===== src/rtl/organ_pkg.sv =====
// Shared types and sizes for the voice allocator that feeds the 8-voice harmonizer.
// Contents: slot geometry, FSM state encoding, the voice slot record and the steal-priority compare.
// Build option: VOICE_ALLOC_SUSTAIN_EN (sustain pedal support) is consumed by voice_allocator.
package organ_pkg;

   localparam int unsigned NUM_VOICES = 8;
   localparam int unsigned NOTE_W     = 7;
   localparam int unsigned AGE_W      = 16;
   localparam int unsigned IDX_W      = $clog2(NUM_VOICES);

   localparam logic [NOTE_W-1:0] NOTE_REST = '0;

   typedef enum logic [1:0] {
      IDLE,
      SCAN,
      COMMIT
   } state_t;

   typedef struct packed {
      logic [NOTE_W-1:0] note;
      logic              busy;
      logic [AGE_W-1:0]  age;
      logic              released;
   } voice_t;

   // True when a is a better steal victim than b: released slots first, then the greater age.
   function automatic logic is_older(input voice_t a, input voice_t b);
      if (a.released != b.released) begin
         return a.released;
      end
      return (a.age > b.age);
   endfunction

endpackage


===== src/rtl/voice_allocator_if.sv =====
// Note event handshake between the event source (master) and the voice allocator (slave).
// Signals: ev_valid/ev_ready handshake, ev_on (1 = note-on), ev_note (note code, 0 = rest).
interface voice_allocator_if;
   import organ_pkg::*;

   logic              ev_valid;
   logic              ev_ready;
   logic              ev_on;
   logic [NOTE_W-1:0] ev_note;

   modport master (output ev_valid, output ev_on, output ev_note, input ev_ready);
   modport slave  (input ev_valid, input ev_on, input ev_note, output ev_ready);

endinterface


===== src/rtl/voice_slot.sv =====
// One voice slot: note code, busy and released flags, and a saturating age counter.
// Ports: clk, rst (sync, active-high), clear (panic), wr_en + wr_* (commit write),
//        sus_clear (drop this slot if it is released), slot (current slot record).
module voice_slot
   import organ_pkg::*;
(
   input  logic              clk,
   input  logic              rst,
   input  logic              clear,
   input  logic              wr_en,
   input  logic [NOTE_W-1:0] wr_note,
   input  logic              wr_busy,
   input  logic              wr_rel,
   input  logic              wr_age_zero,
   input  logic              sus_clear,
   output voice_t            slot
);

   voice_t           slot_q;
   logic [AGE_W-1:0] age_inc;

   // Saturating increment so a long-held note never wraps back to "young".
   assign age_inc = (&slot_q.age) ? slot_q.age : slot_q.age + AGE_W'(1);

   // Slot register: reset/panic, then commit write, then sustain release, then ageing.
   always_ff @(posedge clk) begin
      if (rst || clear) begin
         slot_q <= '0;
      end else if (wr_en) begin
         slot_q.note     <= wr_note;
         slot_q.busy     <= wr_busy;
         slot_q.released <= wr_rel;
         slot_q.age      <= (wr_age_zero || !wr_busy) ? '0 : age_inc;
      end else if (sus_clear && slot_q.released) begin
         slot_q <= '0;
      end else if (slot_q.busy) begin
         slot_q.age <= age_inc;
      end else begin
         slot_q.age <= '0;
      end
   end

   assign slot = slot_q;

endmodule


===== src/rtl/voice_allocator.sv =====
// Voice allocator: assigns note-on/note-off events to NUM_VOICES harmonizer slots,
// stealing the oldest voice when all slots are busy.
// Ports: clk, rst (sync, active-high), ev (event handshake, slave side), panic,
//        note_out (slot i at [i*NOTE_W +: NOTE_W]), voice_busy, steal_pulse,
//        sustain (only when VOICE_ALLOC_SUSTAIN_EN is defined).
// Each accepted event is scanned one slot per cycle, then committed; 10 cycles per event.
module voice_allocator
   import organ_pkg::*;
(
   input  logic                         clk,
   input  logic                         rst,
`ifdef VOICE_ALLOC_SUSTAIN_EN
   input  logic                         sustain,
`endif
   voice_allocator_if.slave             ev,
   input  logic                         panic,
   output logic [NUM_VOICES*NOTE_W-1:0] note_out,
   output logic [NUM_VOICES-1:0]        voice_busy,
   output logic                         steal_pulse
);

   state_t            state_q, state_d;
   logic [IDX_W-1:0]  idx_q, idx_d;
   logic              on_q, on_d;
   logic [NOTE_W-1:0] note_q, note_d;
   logic              match_found_q, match_found_d;
   logic [IDX_W-1:0]  match_idx_q, match_idx_d;
   logic              free_found_q, free_found_d;
   logic [IDX_W-1:0]  free_idx_q, free_idx_d;
   logic              old_found_q, old_found_d;
   logic [IDX_W-1:0]  old_idx_q, old_idx_d;
   logic              steal_q, steal_d;

   voice_t                  slots [NUM_VOICES];
   voice_t                  cur, oldv;
   logic [NUM_VOICES-1:0]   wr_en;
   logic [NOTE_W-1:0]       wr_note;
   logic                    wr_busy, wr_rel, wr_age_zero;
   logic                    sus_clear, sus_hold;
   logic                    accept;

   assign ev.ev_ready = (state_q == IDLE) && !panic && !rst;
   assign accept      = ev.ev_valid && ev.ev_ready;

`ifdef VOICE_ALLOC_SUSTAIN_EN
   logic sus_q, pend_q, sus_fall;

   assign sus_fall  = sus_q && !sustain;
   assign sus_hold  = sustain;
   // Release clear only fires in IDLE so the scan never sees slots vanish mid-event.
   assign sus_clear = (state_q == IDLE) && (pend_q || sus_fall) && !panic;

   // Sustain edge detect and deferred-clear flag.
   always_ff @(posedge clk) begin
      if (rst) begin
         sus_q  <= 1'b0;
         pend_q <= 1'b0;
      end else begin
         sus_q <= sustain;
         if (panic || (state_q == IDLE)) begin
            pend_q <= 1'b0;
         end else if (sus_fall) begin
            pend_q <= 1'b1;
         end
      end
   end
`else
   assign sus_hold  = 1'b0;
   assign sus_clear = 1'b0;
`endif

   // Next-state, scan tracking and commit write controls.
   always_comb begin
      state_d       = state_q;
      idx_d         = idx_q;
      on_d          = on_q;
      note_d        = note_q;
      match_found_d = match_found_q;
      match_idx_d   = match_idx_q;
      free_found_d  = free_found_q;
      free_idx_d    = free_idx_q;
      old_found_d   = old_found_q;
      old_idx_d     = old_idx_q;
      steal_d       = 1'b0;
      wr_en         = '0;
      wr_note       = note_q;
      wr_busy       = 1'b0;
      wr_rel        = 1'b0;
      wr_age_zero   = 1'b0;
      cur           = slots[idx_q];
      oldv          = slots[old_idx_q];

      unique case (state_q)
         IDLE: begin
            // A rest-coded event is consumed here with no effect.
            if (accept && (ev.ev_note != NOTE_REST)) begin
               on_d          = ev.ev_on;
               note_d        = ev.ev_note;
               idx_d         = '0;
               match_found_d = 1'b0;
               match_idx_d   = '0;
               free_found_d  = 1'b0;
               free_idx_d    = '0;
               old_found_d   = 1'b0;
               old_idx_d     = '0;
               state_d       = SCAN;
            end
         end
         SCAN: begin
            if (cur.busy && (cur.note == note_q) && !match_found_q) begin
               match_found_d = 1'b1;
               match_idx_d   = idx_q;
            end
            if (!cur.busy && !free_found_q) begin
               free_found_d = 1'b1;
               free_idx_d   = idx_q;
            end
            // Compare live ages of both candidates; all busy ages advance together.
            if (cur.busy && (!old_found_q || is_older(cur, oldv))) begin
               old_found_d = 1'b1;
               old_idx_d   = idx_q;
            end
            idx_d = idx_q + IDX_W'(1);
            if (idx_q == IDX_W'(NUM_VOICES - 1)) begin
               state_d = COMMIT;
            end
         end
         COMMIT: begin
            state_d = IDLE;
            if (on_q) begin
               wr_busy     = 1'b1;
               wr_age_zero = 1'b1;
               if (match_found_q) begin
                  wr_en[match_idx_q] = 1'b1;
               end else if (free_found_q) begin
                  wr_en[free_idx_q] = 1'b1;
               end else if (old_found_q) begin
                  wr_en[old_idx_q] = 1'b1;
                  steal_d          = 1'b1;
               end
            end else if (match_found_q) begin
               wr_en[match_idx_q] = 1'b1;
               if (sus_hold) begin
                  wr_busy = 1'b1;
                  wr_rel  = 1'b1;
               end else begin
                  wr_note = NOTE_REST;
               end
            end
         end
         default: state_d = IDLE;
      endcase
   end

   // FSM and scan result registers; panic drops any in-flight event.
   always_ff @(posedge clk) begin
      if (rst || panic) begin
         state_q       <= IDLE;
         idx_q         <= '0;
         on_q          <= 1'b0;
         note_q        <= NOTE_REST;
         match_found_q <= 1'b0;
         match_idx_q   <= '0;
         free_found_q  <= 1'b0;
         free_idx_q    <= '0;
         old_found_q   <= 1'b0;
         old_idx_q     <= '0;
         steal_q       <= 1'b0;
      end else begin
         state_q       <= state_d;
         idx_q         <= idx_d;
         on_q          <= on_d;
         note_q        <= note_d;
         match_found_q <= match_found_d;
         match_idx_q   <= match_idx_d;
         free_found_q  <= free_found_d;
         free_idx_q    <= free_idx_d;
         old_found_q   <= old_found_d;
         old_idx_q     <= old_idx_d;
         steal_q       <= steal_d;
      end
   end

   for (genvar i = 0; i < NUM_VOICES; i++) begin : g_slot
      voice_slot u_slot (
         .clk         (clk),
         .rst         (rst),
         .clear       (panic),
         .wr_en       (wr_en[i]),
         .wr_note     (wr_note),
         .wr_busy     (wr_busy),
         .wr_rel      (wr_rel),
         .wr_age_zero (wr_age_zero),
         .sus_clear   (sus_clear),
         .slot        (slots[i])
      );
      assign note_out[i*NOTE_W +: NOTE_W] = slots[i].note;
      assign voice_busy[i]                = slots[i].busy;
   end

   assign steal_pulse = steal_q;

endmodule


===== src/flat_wrapper.sv =====
// flat-port wrapper written by rule: the top's interface ports become plain ports
module voice_allocator_flat import organ_pkg::*;
  (clk, rst, panic, note_out, voice_busy, steal_pulse, ev_ev_valid, ev_ev_on, ev_ev_note, ev_ev_ready);
  voice_allocator_if ev_i ();
  input  logic clk;
  input  logic rst;
  input  logic panic;
  output logic [NUM_VOICES*NOTE_W-1:0] note_out;
  output logic [NUM_VOICES-1:0] voice_busy;
  output logic steal_pulse;
  input wire logic [$bits(ev_i.ev_valid)-1:0] ev_ev_valid;
  input wire logic [$bits(ev_i.ev_on)-1:0] ev_ev_on;
  input wire logic [$bits(ev_i.ev_note)-1:0] ev_ev_note;
  output wire logic [$bits(ev_i.ev_ready)-1:0] ev_ev_ready;
  assign ev_i.ev_valid = ev_ev_valid;
  assign ev_i.ev_on = ev_ev_on;
  assign ev_i.ev_note = ev_ev_note;
  assign ev_ev_ready = ev_i.ev_ready;
  voice_allocator u_core (.clk(clk), .rst(rst), .ev(ev_i), .panic(panic), .note_out(note_out), .voice_busy(voice_busy), .steal_pulse(steal_pulse));
endmodule

===== config.mk =====
export PLATFORM = sky130hd
export DESIGN_NAME = voice_allocator_flat
export DESIGN_NICKNAME = d
export VERILOG_FILES = /design/src/rtl/organ_pkg.sv /design/src/rtl/voice_allocator_if.sv /design/src/rtl/voice_slot.sv /design/src/rtl/voice_allocator.sv /design/src/flat_wrapper.sv
export SDC_FILE = /design/constraint.sdc
export NUM_CORES = 1
export LEC_CHECK = 0
export CORE_ASPECT_RATIO = 1.25
export CORE_MARGIN = 10
export CORE_UTILIZATION = 50
export CTS_CLUSTER_DIAMETER = 200
export CTS_CLUSTER_SIZE = 12
export DETAILED_ROUTE_END_ITERATION = 10
export DONT_BUFFER_PORTS = 1
export PLACE_DENSITY = 0.69
export SYNTH_ARGS = -nofsm -noshare
export SYNTH_HDL_FRONTEND = slang
export SYNTH_HIERARCHICAL = 1
export SYNTH_SLANG_ARGS = --single-unit

===== constraint.sdc =====
create_clock -name clk -period 9.3 [get_ports clk]
set_input_delay 2.325 -clock clk [delete_from_list [all_inputs] [get_ports clk]]
set_output_delay 2.325 -clock clk [all_outputs]
set_load 0.02 [all_outputs]

==> run_summary.xml <==
<?xml version="1.0" encoding="UTF-8"?>
<metrics>
  <group name="worst_setup_path">
    <metric name="crit_chain" unit="">or2_1 -&gt; nor3_1</metric>
    <metric name="endpoint_kind" unit="">output port</metric>
    <metric name="worstSetupPathDepth" unit="">2</metric>
    <metric name="critical_path.top_delay_family" unit="">simple AND/OR/NAND/NOR gates</metric>
    <metric name="end_of_the_worst_register_to_register_path" unit="">u_core/old_idx_q[1]</metric>
    <metric name="timing.critical_path.slowest_stage_cell" unit="">sky130_fd_sc_hd__nor3_1</metric>
    <metric name="critPathMaxFanout" unit="">17</metric>
    <metric name="crit_path_max_incr_delay" unit="ns">0.66</metric>
    <metric name="slack_of_the_worst_reg_to_reg_path" unit="ns">5.26</metric>
    <metric name="cells_on_worst_reg2reg_path" unit="">10</metric>
    <metric name="timing.setup.critical_path_class" unit="">in -&gt; out</metric>
    <metric name="worst-endpoint-required" unit="ns">6.98</metric>
    <metric name="critPathLaunchType" unit="">input port</metric>
    <metric name="r2r_start" unit="">u_core/idx_q[0]</metric>
    <metric name="cp.arrival" unit="ns">3.36</metric>
    <metric name="number_of_buffer_and_inverter_stages_on_the_critical_path" unit="">0</metric>
  </group>
  <group name="sta">
    <metric name="tns" unit="ns">0</metric>
    <metric name="setup_ws" unit="ns">3.62</metric>
    <metric name="fmaxAchievable" unit="MHz">176</metric>
    <metric name="rsz_0062_raised_after_global_routing" unit="">no</metric>
    <metric name="max_slew_headroom_at_the_worst_pin" unit="%">28.7</metric>
    <metric name="timing_worst_slew_pin_value" unit="ns">1.06</metric>
    <metric name="worst_clock_skew" unit="ns">0.0251</metric>
    <metric name="timing.final.hold_violations" unit="">0</metric>
    <metric name="final.hold.worst_slack" unit="ns">0.500</metric>
    <metric name="post-route-period-util" unit="%">61.1</metric>
    <metric name="finalSetupViolCount" unit="">0</metric>
    <metric name="final_max_slew_viols" unit="">0</metric>
    <metric name="period_minus_slack" unit="ns">5.68</metric>
  </group>
  <group name="worst_hold_path">
    <metric name="hold_path_depth" unit="">2</metric>
    <metric name="min_to" unit="">u_core/note_q[2]</metric>
    <metric name="worst_hold_path_type" unit="">reg -&gt; reg</metric>
    <metric name="min-delay-start" unit="">u_core/note_q[2]</metric>
  </group>
  <group name="synth">
    <metric name="synthesis.area_per_instance" unit="µm²">9.16</metric>
    <metric name="synth_edf_count" unit="">0</metric>
    <metric name="combined_area_of_all_synthesized_cells" unit="µm²">13200</metric>
    <metric name="dominantRegCellSynth" unit="">sky130_fd_sc_hd__dfxtp_1</metric>
    <metric name="async_flop_share" unit="%">0</metric>
    <metric name="synth_warn" unit="">6</metric>
    <metric name="postSynthCellCount" unit="">1446</metric>
    <metric name="netlist-cell-type-count" unit="">67</metric>
    <metric name="yosysSeqAreaShare" unit="%">34.2</metric>
    <metric name="synth_seq_cells" unit="">226</metric>
  </group>
  <group name="clock_tree">
    <metric name="root_buffer" unit="">sky130_fd_sc_hd__clkbuf_16</metric>
    <metric name="clock_insertion_delay_worst_skew" unit="ns">0.52</metric>
    <metric name="cts.repair_timing.setup_buffer_count" unit="">0</metric>
    <metric name="htree_num_levels" unit="">1</metric>
    <metric name="cts-resized-gates" unit="">0</metric>
    <metric name="post_cts_hold_buffer_count" unit="">0</metric>
    <metric name="clk_transition_reported_paths" unit="ns">0.07</metric>
    <metric name="clock_sinks" unit="">226</metric>
    <metric name="buffer_levels_on_the_longest_clock_path" unit="">3</metric>
    <metric name="cts_buffers" unit="">22</metric>
    <metric name="tritoncts" unit="">done</metric>
  </group>
  <group name="route">
    <metric name="drc" unit="">0</metric>
    <metric name="detail-route-antenna-nets" unit="">0</metric>
    <metric name="avgRoutedWirePerCell" unit="µm">22.0</metric>
    <metric name="dr_total_vias" unit="">11700</metric>
    <metric name="drtPass1Iterations" unit="">6</metric>
    <metric name="routed_wl" unit="mm">38.6</metric>
    <metric name="first_iter_violations" unit="">1143</metric>
    <metric name="viasPerCell" unit="">6.68</metric>
  </group>
  <group name="job">
    <metric name="maxCapViolations" unit="">0</metric>
  </group>
  <group name="placement">
    <metric name="placedInstanceArea" unit="µm²">13400</metric>
    <metric name="pre_cts_ws" unit="ns">3.62</metric>
    <metric name="port_buffers" unit="">0</metric>
    <metric name="gp_congestion" unit="">0.933</metric>
    <metric name="detailedPlacementHpwl" unit="mm">28.5</metric>
  </group>
  <group name="floorplan">
    <metric name="chipWidth" unit="µm">166</metric>
    <metric name="dieArea" unit="µm²">33400</metric>
    <metric name="initial_core_util" unit="%">50.7</metric>
    <metric name="num_io_pins" unit="">78</metric>
    <metric name="design.core.area" unit="µm²">26100</metric>
    <metric name="fp.dieH" unit="µm">202</metric>
    <metric name="rows" unit="">66</metric>
  </group>
  <group name="global_route">
    <metric name="grt.total_usage" unit="%">22.3</metric>
    <metric name="pin_count_of_the_biggest_net_entering_global_routing" unit="">61</metric>
    <metric name="number_of_antenna_violations_at_the_first_check_in_global_routing" unit="">1</metric>
    <metric name="grt_overflow_total" unit="">0</metric>
    <metric name="number_of_global_route_vias_before_repair" unit="">10800</metric>
    <metric name="grt_first_pass_wirelength" unit="mm">60.5</metric>
  </group>
  <group name="layout">
    <metric name="area_of_the_multi_input_gates" unit="µm²">8330</metric>
    <metric name="final_area" unit="µm²">14000</metric>
    <metric name="synthToLayoutAreaGrowth" unit="%">5.58</metric>
    <metric name="finish.utilization" unit="%">53.6</metric>
    <metric name="nets" unit="">1448</metric>
    <metric name="n_fill_cell" unit="">2395</metric>
    <metric name="post_route_cells_drive_above_1_share" unit="%">13.5</metric>
    <metric name="layout.area.seq" unit="µm²">4530</metric>
  </group>
  <group name="pwr">
    <metric name="power_density" unit="nW/µm²">130</metric>
    <metric name="vdd_ir_drop_max" unit="µV">135</metric>
    <metric name="leakage_power" unit="nW">4.27</metric>
  </group>
  <group name="status">
    <metric name="status" unit="">finished clean</metric>
  </group>
</metrics>
## per-layer routing
layer  vias up  global-route usage [%]  wire [µm]
met5         -                       0          0
met4         0                    9.80       1760
li1       5482                       -          -
met3       105                    4.23       2990
met1      5677                    27.5      15000
met2       442                    36.8      18800
## flip-flops by register name, indices dropped and copies added (netlist names)
name and cells:
u_core/state_q 2, u_core/free_idx_q 3, u_core/g_slot.u_slot/slot 200, u_core/old_found_q 1, u_core/steal_pulse 1, u_core/free_found_q 1
u_core/old_idx_q 3, u_core/on_q 1, u_core/note_q 7, u_core/match_found_q 1, u_core/match_idx_q 3, u_core/idx_q 3
## stage by stage
step	instances	total power, mW
2_1_floorplan	1461	1.02
3_3_place_gp	1726	1.03
3_5_place_dp	1726	1.03
4_1_cts	1751	1.84
5_1_grt	1751	1.88
6_report	1752	1.82
## cells in the final DEF, fill, tap and decap left out, types with 26 or more instances in the layout
cell type	instances
sky130_fd_sc_hd__mux4_2	46
sky130_fd_sc_hd__mux2_2	44
sky130_fd_sc_hd__nand4_1	32
sky130_fd_sc_hd__dfxtp_1	222
sky130_fd_sc_hd__nor2_1	160
sky130_fd_sc_hd__ha_1	26
sky130_fd_sc_hd__nor3_1	29
sky130_fd_sc_hd__nand3_1	49
sky130_fd_sc_hd__nand2_1	104
sky130_fd_sc_hd__xnor2_1	32
sky130_fd_sc_hd__mux2i_1	39
sky130_fd_sc_hd__o31ai_1	31
sky130_fd_sc_hd__a22oi_1	96
sky130_fd_sc_hd__a21oi_1	103
sky130_fd_sc_hd__a31oi_1	33
## how the worst max path moves through the flow
| stage | startpoint | slack [ns] | endpoint |
|---|---|---|---|
| after floorplan | panic | 3.87 | ev_ev_ready |
| after global placement | panic | 3.63 | ev_ev_ready |
| after detailed placement | panic | 3.62 | ev_ev_ready |
| after CTS | panic | 3.62 | ev_ev_ready |
| after global routing | panic | 3.52 | ev_ev_ready |
| final | panic | 3.62 | ev_ev_ready |
## report_power, final
group	switching (mW)	internal, mW
clock	0.364	0.443
combinational	0.0271	0.0107
sequential	0.00347	0.969
total	0.395	1.42
## cell families (layout without fill, tap and decap cells)
| kind of cell | Yosys count | after routing | share of synthesized area (%) |
|---|---|---|---|
| adder cells (fa/ha/maj) | 26 | 26 | 2.46 |
| other | 1 | 17 | 0.0283 |
| buffers and inverters | 94 | 44 | 3.38 |
| AO/OA/AOI/OAI | 375 | 375 | 19.0 |
| XOR/XNOR | 41 | 41 | 3.11 |
| AND/OR/NAND/NOR | 548 | 548 | 22.9 |
| flip-flops | 226 | 226 | 34.2 |
| multiplexers | 135 | 135 | 15.0 |
## cells in the mapped netlist, types with 9 or more instances
| library cell | number | area, µm² |
|---|---|---|
| sky130_fd_sc_hd__dfxtp_1 | 226 | 4520 |
| sky130_fd_sc_hd__nor2_1 | 160 | 601 |
| sky130_fd_sc_hd__nand2_1 | 104 | 390 |
| sky130_fd_sc_hd__a21oi_1 | 103 | 515 |
| sky130_fd_sc_hd__a22oi_1 | 96 | 721 |
| sky130_fd_sc_hd__nand3_1 | 49 | 245 |
| sky130_fd_sc_hd__clkbuf_1 | 48 | 180 |
| sky130_fd_sc_hd__mux4_2 | 46 | 1040 |
| sky130_fd_sc_hd__mux2_2 | 44 | 495 |
| sky130_fd_sc_hd__mux2i_1 | 39 | 390 |
| sky130_fd_sc_hd__a31oi_1 | 33 | 206 |
| sky130_fd_sc_hd__nand4_1 | 32 | 200 |
| sky130_fd_sc_hd__xnor2_1 | 32 | 280 |
| sky130_fd_sc_hd__o31ai_1 | 31 | 233 |
| sky130_fd_sc_hd__nor3_1 | 29 | 145 |
| sky130_fd_sc_hd__ha_1 | 26 | 325 |
| sky130_fd_sc_hd__or4_1 | 23 | 173 |
| sky130_fd_sc_hd__o22ai_1 | 22 | 138 |
| sky130_fd_sc_hd__buf_2 | 21 | 105 |
| sky130_fd_sc_hd__o211ai_1 | 19 | 143 |
| sky130_fd_sc_hd__or3_1 | 19 | 119 |
| sky130_fd_sc_hd__and3_1 | 18 | 113 |
| sky130_fd_sc_hd__nor4_1 | 17 | 106 |
| sky130_fd_sc_hd__nor2b_1 | 15 | 93.8 |
| sky130_fd_sc_hd__o21ai_0 | 15 | 75.1 |
| sky130_fd_sc_hd__or2_2 | 15 | 93.8 |
| sky130_fd_sc_hd__inv_1 | 11 | 41.3 |
| sky130_fd_sc_hd__nand2b_1 | 11 | 68.8 |
| sky130_fd_sc_hd__a211oi_1 | 9 | 67.6 |
| sky130_fd_sc_hd__buf_6 | 9 | 101 |
## area by class of cell
class / instances / share of cell area (%)
Sequential cell: 226 / 32.4
Clock buffer: 25 / 4.24
Timing Repair Buffer: 8 / 0.430
Inverter: 11 / 0.295
Antenna cell: 1 / 0.0179
Multi-Input combinational cell: 1141 / 59.6
Tap cell: 340 / 3.04
Note: power is estimated with default switching activity, not from simulation.
